$ cat config.mk
export PLATFORM = sky130hd
export DESIGN_NAME = ks8_sub32_pipe
export DESIGN_NICKNAME = d
export VERILOG_FILES = /design/src/rtl/ks8_sub32_pkg.sv /design/src/rtl/ks8_sub32_pipe_ks8.sv /design/src/rtl/ks8_sub32_pipe.sv
export SDC_FILE = /design/constraint.sdc
export NUM_CORES = 1
export LEC_CHECK = 0
export ABC_AREA = 1
export CAP_MARGIN = 20
export CORE_UTILIZATION = 55
export CTS_CLUSTER_DIAMETER = 80
export DETAILED_ROUTE_END_ITERATION = 10
export PLACE_DENSITY = 0.79
export SLEW_MARGIN = 5
export SYNTH_ARGS = -nofsm -noshare
export SYNTH_HDL_FRONTEND = slang
export SYNTH_SLANG_ARGS = --single-unit
$ cat constraint.sdc
create_clock -name clk -period 8.7 [get_ports clk]
set_clock_uncertainty 0.1 [all_clocks]
set_input_delay 1.305 -clock clk [delete_from_list [all_inputs] [get_ports clk]]
set_output_delay 1.305 -clock clk [all_outputs]
set_load 0.03 [all_outputs]
$ cat src/rtl/ks8_sub32_pkg.sv
// ----------------------------------------------------------------------------
// ks8_sub32_pkg
// Shared definitions for the slice-pipelined subtractor:
//   SLICE_W    width of one adder slice (8)
//   NUM_SLICES default slice / stage count (4)
//   DATA_W     full operand width (32)
//   stage_t    per-stage register record: valid, carry, the operand slices
//              still to be processed, and the result slices already produced
//   upper_mask helper selecting the operand bits above a given slice
// ----------------------------------------------------------------------------
package ks8_sub32_pkg;

   localparam int SLICE_W    = 8;
   localparam int NUM_SLICES = 4;
   localparam int DATA_W     = SLICE_W * NUM_SLICES;

   typedef struct packed {
      logic              valid;
      logic              carry;  // carry-out of the slice this stage processed
      logic [DATA_W-1:0] a;      // minuend, processed slices cleared
      logic [DATA_W-1:0] b;      // subtrahend, processed slices cleared
      logic [DATA_W-1:0] r;      // difference, slices produced so far
   } stage_t;

   // Keeps only the bits above slice k, i.e. the slices later stages still need.
   function automatic logic [DATA_W-1:0] upper_mask(input int k);
      return {DATA_W{1'b1}} << (SLICE_W * (k + 1));
   endfunction

endpackage

$ cat src/rtl/ks8_sub32_pipe_ks8.sv
// ----------------------------------------------------------------------------
// ks8
// 8-bit Kogge-Stone parallel-prefix adder.
//   a_i, b_i  8-bit addends
//   cin_i     carry-in
//   sum_o     8-bit sum
//   cout_o    carry-out
// ----------------------------------------------------------------------------
module ks8 (
   input  logic [7:0] a_i,
   input  logic [7:0] b_i,
   input  logic       cin_i,
   output logic [7:0] sum_o,
   output logic       cout_o
);

   logic [7:0] p0, g0, g1, p1, g2, p2, g3;

   assign p0 = a_i ^ b_i;
   // Carry-in is folded into bit 0's generate so the prefix tree yields
   // true carries directly.
   assign g0 = (a_i & b_i) | {7'b0, p0[0] & cin_i};

   // Three prefix levels, spans 1, 2, 4. Zero shifted in at the bottom means
   // already-final positions are left untouched.
   assign g1 = g0 | (p0 & (g0 << 1));
   assign p1 = p0 & (p0 << 1);
   assign g2 = g1 | (p1 & (g1 << 2));
   assign p2 = p1 & (p1 << 2);
   assign g3 = g2 | (p2 & (g2 << 4));

   assign sum_o  = p0 ^ {g3[6:0], cin_i};
   assign cout_o = g3[7];

endmodule

$ cat src/rtl/ks8_sub32_pipe.sv
// ----------------------------------------------------------------------------
// ks8_sub32_pipe
// Pipelined W-bit subtractor (W = 8*SLICES): d = x1 - x2 - bin, one 8-bit
// slice per stage, carry rippling stage to stage through registers.
//   clk, rst             clock, asynchronous active-high reset
//   x1, x2, bin          minuend, subtrahend, borrow-in
//   in_valid / in_ready  upstream handshake
//   d, bout, ovf, zero   difference, borrow-out, signed overflow, d == 0
//   out_valid/out_ready  downstream handshake
// Only SLICES = 4 is supported (stage record width is fixed by the package).
// ----------------------------------------------------------------------------
module ks8_sub32_pipe
   import ks8_sub32_pkg::*;
#(
   parameter int SLICES = NUM_SLICES
) (
   input  logic                      clk,
   input  logic                      rst,
   input  logic [SLICE_W*SLICES-1:0] x1,
   input  logic [SLICE_W*SLICES-1:0] x2,
   input  logic                      bin,
   input  logic                      in_valid,
   output logic                      in_ready,
   output logic [SLICE_W*SLICES-1:0] d,
   output logic                      bout,
   output logic                      ovf,
   output logic                      zero,
   output logic                      out_valid,
   input  logic                      out_ready
);

   localparam int W    = SLICE_W * SLICES;
   localparam int LAST = SLICES - 1;

   stage_t            s_q [SLICES];
   stage_t            s_d [SLICES];
   logic [SLICES-1:0] adv;

   logic [SLICE_W-1:0] add_a  [SLICES];
   logic [SLICE_W-1:0] add_b  [SLICES];
   logic [SLICE_W-1:0] add_s  [SLICES];
   logic               add_ci [SLICES];
   logic               add_co [SLICES];

   logic ovf_q, ovf_d, zero_q, zero_d;

   // Advance chain: a stage moves when empty or when the one below it moves,
   // so bubbles collapse under a downstream stall. Only out_ready is combinational.
   always_comb begin
      adv[LAST] = !s_q[LAST].valid || out_ready;
      for (int k = LAST - 1; k >= 0; k--) begin
         adv[k] = !s_q[k].valid || adv[k+1];
      end
   end

   // Subtraction as x1 + ~x2 + ~bin, one slice per stage.
   for (genvar k = 0; k < SLICES; k++) begin : g_slice
      if (k == 0) begin : g_first
         assign add_a[k]  = x1[SLICE_W-1:0];
         assign add_b[k]  = ~x2[SLICE_W-1:0];
         assign add_ci[k] = ~bin;
      end else begin : g_rest
         assign add_a[k]  = s_q[k-1].a[k*SLICE_W +: SLICE_W];
         assign add_b[k]  = ~s_q[k-1].b[k*SLICE_W +: SLICE_W];
         assign add_ci[k] = s_q[k-1].carry;
      end

      ks8 u_ks8 (
         .a_i    (add_a[k]),
         .b_i    (add_b[k]),
         .cin_i  (add_ci[k]),
         .sum_o  (add_s[k]),
         .cout_o (add_co[k])
      );
   end

   always_comb begin
      // NOTE: every output of a combinational block gets a default first, so
      // no path leaves it unassigned and no latch is inferred.
      for (int k = 0; k < SLICES; k++) begin
         s_d[k] = s_q[k];
      end
      ovf_d  = ovf_q;
      zero_d = zero_q;

      if (adv[0]) begin
         s_d[0].valid = in_valid;
         if (in_valid) begin
            s_d[0].carry              = add_co[0];
            s_d[0].a                  = x1 & upper_mask(0);
            s_d[0].b                  = x2 & upper_mask(0);
            s_d[0].r                  = '0;
            s_d[0].r[SLICE_W-1:0]     = add_s[0];
         end
      end

      for (int k = 1; k < SLICES; k++) begin
         if (adv[k]) begin
            s_d[k].valid = s_q[k-1].valid;
            // Bubbles only clear valid; data holds to avoid needless toggling.
            if (s_q[k-1].valid) begin
               s_d[k].carry                    = add_co[k];
               s_d[k].a                        = s_q[k-1].a & upper_mask(k);
               s_d[k].b                        = s_q[k-1].b & upper_mask(k);
               s_d[k].r                        = s_q[k-1].r;
               s_d[k].r[k*SLICE_W +: SLICE_W]  = add_s[k];
            end
         end
      end

      // Sign bits of the operands are gone after the last slice is processed,
      // so overflow and zero are resolved while loading the last stage.
      if (adv[LAST] && s_q[LAST-1].valid) begin
         ovf_d  = (s_q[LAST-1].a[W-1] != s_q[LAST-1].b[W-1]) &&
                  (add_s[LAST][SLICE_W-1] != s_q[LAST-1].a[W-1]);
         zero_d = (s_q[LAST-1].r[LAST*SLICE_W-1:0] == '0) && (add_s[LAST] == '0);
      end
   end

   always_ff @(posedge clk or posedge rst) begin
      if (rst) begin
         // NOTE: datapath registers are reset as well, because the outputs
         // they drive must read 0 while reset is held.
         for (int k = 0; k < SLICES; k++) begin
            s_q[k] <= '0;
         end
         ovf_q  <= 1'b0;
         zero_q <= 1'b0;
      end else begin
         // NOTE: sequential state uses non-blocking assignments so every
         // register samples pre-edge values regardless of statement order.
         for (int k = 0; k < SLICES; k++) begin
            s_q[k] <= s_d[k];
         end
         ovf_q  <= ovf_d;
         zero_q <= zero_d;
      end
   end

   assign in_ready  = adv[0];
   assign out_valid = s_q[LAST].valid;
   assign d         = s_q[LAST].r[W-1:0];
   // Gated by valid so a reset (carry = 0) reads as no borrow.
   assign bout      = s_q[LAST].valid & ~s_q[LAST].carry;
   assign ovf       = ovf_q;
   assign zero      = zero_q;

endmodule

==> reports/qor.yml, run 1 <==
synth_cell_type_count: 30
grt_antenna_before_repair: 0
cp.arrival_ps: 2900
reg2regPathDepth: 8
max_freq_ghz: 0.232
min_period_ps: 4310
synthAdderAreaFrac_pct: 5.89
pre_cts_slack_ps: 4400
diodes: 0
num_rows: 45
startpoint_type: "primary input"
drt_pass1_iterations: 5
status: "complete, no violations"
ant_nets: 0
synth_area_leaders: "dfrtp_1 (54%), nand2_1 (13%), o21ai_0 (7.8%), inv_1 (5.6%), ha_1 (4.0%)"
start_util_pct: 56.6
drc: 0
dp_hpwl_mm: 11.0
htreeDepth: 4
yosys.area_share.simple_pct: 17.9
drt_wl_total_mm: 16.1
power.internal_uw: 1990
seq_area_frac_synth_pct: 53.7
coreArea_mm2: 0.0153
root_buffer: "clkbuf_16"
grt.total_usage_pct: 21.9
synthTopCellsByCount: "nand2_1 (306), dfrtp_1 (186), o21ai_0 (135)"
post-cts-setup-buffer-count: 0
worstMarginPinSlew_ps: 1030
gp_congestion: 0.824
area_growth_pct: 16.7
worstSetupEndpointType: "primary output"
postCtsHoldBufs: 0
overflow: 0
grt_max_degree: 112
io_buffers: 105
hold_violations: 0
fin_cells: 1270
hold_start: "s_q[291]"
path_class: "primary input to primary output"
fin_nets: 1151
rsz0062_at_grt: "no"
vias: 6294
synth_edf_count: 0
timing.slew.headroom_pct: 31.4
hold_path.class: "flip-flop to flip-flop"
rr_startpoint: "out_valid"
syn_inst: 987
setup-tns-final_ps: 0
clk_pin_slew_ps: 60
die_h_um: 128
final_util_pct: 66.0
pwr_density_cell_mw_per_mm2: 313
startpoint: "out_ready"
grt_pass1_wl_mm: 28.0
ys_seq_elements: 186
slew_viol_final: 0
required_ps: 7300
drtIter0Drc: 518
yosys_warnings: 0
synth_area_leader_cell: "dfrtp_1"
synth_top_family_by_area: "simple AND/OR/NAND/NOR gates"
ir_drop_uv: 177
synth-xor-area-share_pct: 1.01
synth_top_area_share_pct: 53.7
numCtsBuffers: 17
first_global_vias: 5857
layout_setup_ws_ps: 4390
die_w_um: 128
cts_resized: 0
cts_tree: "yes"
leakage_uw: 0.00509
avgViaCountPerCell: 4.96
synth.most_common_cell: "nand2_1"
setup-violations-final: 0
switching_share_pct: 37.2
clock_path_buffers: 2
finalCritPeriodShare_pct: 49.5
avgSynthCellArea_um2: 8.78
syn_area_mm2: 0.00866
min_path_cells: 2
cp_max_fo: 3
io_pins: 106
p_comb_share_pct: 37.3
p_switching_uw: 1180
ys.flop_type: "dfrtp_1"
drive_gt1_share_pct: 4.25
maxCapViolCount: 0
dp.cells: 1238
sequentialPowerShare_pct: 40.2
dieArea_mm2: 0.0163
muxShareOfSynthArea_pct: 0
async_flop_share_pct: 100
syn_nets: 1092
cts_num_sinks: 186
synth-compound-area-share_pct: 10.6
clk_latency_ps: 430
routedWlPerCell_um: 12.7
clkPwrFrac_pct: 22.5
## through the flow
step | hold WS [ps] | total power [µW] | cell area (µm²)
final | 373 | 3160 | 10100
after global routing | 388 | 3400 | 10100
after CTS | 375 | 3180 | 10100
after detailed placement | 361 | 2450 | 9560
after global placement | 357 | 2410 | 9560
after floorplan | 342 | 2180 | 8660
## cells in the final DEF, fill, tap and decap left out, types with 3 or more instances in the layout
| master | count |
|---|---|
| ha_1 | 28 |
| fa_1 | 8 |
| inv_1 | 129 |
| nand3_1 | 22 |
| nor2_1 | 27 |
| nand2_2 | 3 |
| dfrtp_1 | 186 |
| a31oi_1 | 10 |
| clkbuf_1 | 5 |
| nand2_1 | 305 |
| nand4_1 | 10 |
| o21ai_0 | 135 |
| nand3b_1 | 4 |
| clkbuf_16 | 17 |
| xnor2_1 | 3 |
| o21ai_1 | 5 |
| clkdlybuf4s50_1 | 105 |
| clkbuf_8 | 5 |
| or2_2 | 4 |
| a21o_1 | 7 |
| buf_4 | 3 |
| a21oi_1 | 16 |
| xor2_1 | 7 |
## worst paths after layout
kind | slack (ps) | endpoint
setup reg to reg | 6410 | s_q[298]
hold / removal | 370 | add_a[7]
setup / recovery | 4390 | in_ready
hold reg to reg | 370 | add_a[7]
min in group asynchronous | 1370 | zero
max in group asynchronous | 5620 | s_q[203]
## sequential cells by signal (all words and copies together), names as in the netlist
signal / count
zero: 1
d: 32
add_a: 24
out_valid: 1
s_q: 124
ovf: 1
add_ci: 3
## cell type report
type | count | area, µm²
multi-input combinational | 601 | 3070
clock buffer | 27 | 513
clock inverter | 5 | 35.0
tap | 211 | 264
fill | 1265 | 5200
timing repair buffer | 108 | 1070
inverter | 132 | 500
sequential | 186 | 4650
## cells by family after synthesis
| family | count (synthesis) |
|---|---|
| DFF | 186 |
| and+or+nand+nor | 379 |
| AOI/OAI and AO/OA | 176 |
| buffers and inverters | 200 |
| adders and majority gates | 36 |
| xor gates and xnor gates | 10 |
## power by group through the flow
stage,Clock (µW),Sequential [µW],Combinational (µW)
3_5_place_dp,0,1280,1170
3_3_place_gp,0,1270,1130
4_1_cts,723,1270,1180
5_1_grt,759,1300,1340
2_1_floorplan,0,1250,933
6_report,713,1270,1180
## per-layer routing
| layer | part of all wire [%] | vias to the layer above | wire (µm) | global-route usage (%) |
|---|---|---|---|---|
| li1 | - | 3194 | - | - |
| met1 | 50 | 2891 | 8140 | 32.8 |
| met2 | 43 | 189 | 6980 | 32.0 |
| met3 | 4.7 | 20 | 765 | 3.64 |
| met4 | 1.5 | 0 | 243 | 8.19 |
| met5 | 0 | - | 0 | 0 |
## worst max-delay path, stage by stage
cell	delay (ps)
clkdlybuf4s50_1	400
inv_1	70
nand2_2	80
nor2_4	140
nand2_4	100
nor2_8	140
inv_1	70
clkdlybuf4s50_1	590
Note: power is estimated with default switching activity, not from simulation.
==> run 2: changes to the inputs <==
==> constraint.sdc (replaced) <==
create_clock -name clk -period 4.2 [get_ports clk]
set_clock_uncertainty 0.1 [all_clocks]
set_input_delay 0.63 -clock clk [delete_from_list [all_inputs] [get_ports clk]]
set_output_delay 0.63 -clock clk [all_outputs]
set_load 0.03 [all_outputs]
==> run 2 against run 1 <==
Core utilization increased by 1.0 points. Routed wire length about the same. Critical endpoint unchanged. Die area unchanged. Clock power increased to 2.5 times the previous value. First-iteration DRC count decreased by 23%. Critical path depth unchanged. Hold slack improved by 1.5 ps.
==> reports/qor.yml, run 2 (synthesized netlist as in run 1, its figures left out) <==
hold_path.class: "flip-flop to flip-flop"
min_to: "s_q[102]"
mostFrequentLayoutCell: "nand2_1"
startpoint_type: "primary input"
grt_antenna_before_repair: 0
coreArea_mm2: 0.0153
num_rows: 45
slew_viol_final: 0
maxCapViolCount: 0
final_area_mm2: 0.0103
setup-violations-final: 0
start_util_pct: 56.6
rr_endpoint: "zero"
fin_nets: 1154
worstMarginPinSlew_ps: 879
reg2regPathDepth: 12
finalCritPeriodShare_pct: 70.0
avgViaCountPerCell: 4.93
ant_nets: 0
clk_pin_slew_ps: 60
post-cts-setup-buffer-count: 0
cp.arrival_ps: 2210
cts_num_sinks: 186
max_freq_ghz: 0.340
place_area_mm2: 0.00960
dp_hpwl_mm: 11.2
root_buffer: "clkbuf_16"
final_util_pct: 67.1
cts_tree: "yes"
min_period_ps: 2940
drive_gt1_share_pct: 4.90
clkPwrFrac_pct: 26.0
drc: 0
htreeDepth: 4
hold_start: "s_q[200]"
drtIter0Drc: 401
die_h_um: 128
numCtsBuffers: 17
ir_drop_uv: 445
hold_violations: 0
area_growth_pct: 18.5
io_buffers: 105
leakage_uw: 0.00516
grt_max_degree: 83
power.internal_uw: 4400
status: "complete, no violations"
dieArea_mm2: 0.0163
rr_startpoint: "s_q[154]"
multi_input_area_mm2: 0.00307
cp_max_fo: 3
fillers: 1254
pwr_density_cell_mw_per_mm2: 669
pre_cts_slack_ps: 1260
layout_setup_ws_ps: 1260
largest_reg_flops: 124
rsz0062_at_grt: "no"
regMostFlops: "s_q"
cts_resized: 0
grt.total_usage_pct: 21.9
regArea_mm2: 0.00465
drt_pass1_iterations: 5
io_pins: 106
clock_path_buffers: 2
worst-r2r-setup-slack_ps: 2020
overflow: 0
first_global_vias: 5897
gp_congestion: 0.854
timing.slew.headroom_pct: 41.3
postCtsHoldBufs: 0
setup-tns-final_ps: 0
clk_latency_ps: 430
die_w_um: 128
min_path_cells: 2
final_cell_mix: "nand2_1 (305), dfrtp_1 (186), o21ai_0 (135)"
path_class: "primary input to primary output"
routedWlPerCell_um: 12.7
fin_hold_ws_ps: 374
sequentialPowerShare_pct: 38.3
vias: 6275
drt_wl_total_mm: 16.1
grt_pass1_wl_mm: 28.2
worstSetupEndpointType: "primary output"
p_switching_uw: 2470
required_ps: 3470
diodes: 0
switching_share_pct: 36.0
p_comb_share_pct: 35.7
==> run 2: layer usage <==
layer | GRT usage, % | wire (µm) | up-vias
met5 | 0 | 0 | -
met4 | 6.51 | 189 | 0
met3 | 3.48 | 713 | 14
met2 | 32.1 | 6970 | 161
met1 | 33.5 | 8270 | 2905
li1 | - | - | 3195
==> run 2: worst max-delay path by stage <==
stage                     cells after the start  endpoint       from  slack [ps]
after floorplan                               1  add_a[0]        rst        1080
after global placement                        8  in_ready  out_ready        1270
after detailed placement                      8  in_ready  out_ready        1260
after CTS                                     8  in_ready  out_ready        1240
after global routing                          8  in_ready  out_ready        1180
final                                         8  in_ready  out_ready        1260
==> run 2: stage by stage <==
step	power (µW)	cells
after global placement	5000	1241
after floorplan	4520	987
after global routing	7370	1273
after detailed placement	5080	1241
after CTS	6900	1273
final	6870	1273
==> run 2: cell type report <==
type | count | area share, %
well taps | 211 | 2.57
repair buffers | 111 | 10.8
multi-input cells | 601 | 29.9
flip-flops and latches | 186 | 45.3
clock inverters | 10 | 1.83
clock buffers | 22 | 4.71
inverters | 132 | 4.86
==> run 2: worst max-delay path, cell delays in order <==
cell and delay (ps):
clkdlybuf4s50_1 400, inv_1 60, nand2_2 70, nor2_4 140
nand2_4 100, nor2_8 130, inv_1 70, clkdlybuf4s50_1 600
==> run 2: power by group through the flow <==
stage                     clock (µW)  combinational (µW)  sequential, µW
after floorplan                    0                1930            2590
after CTS                       1800                2460            2630
after global routing            1880                2790            2700
final                           1790                2450            2630
after global placement             0                2350            2650
after detailed placement           0                2420            2660
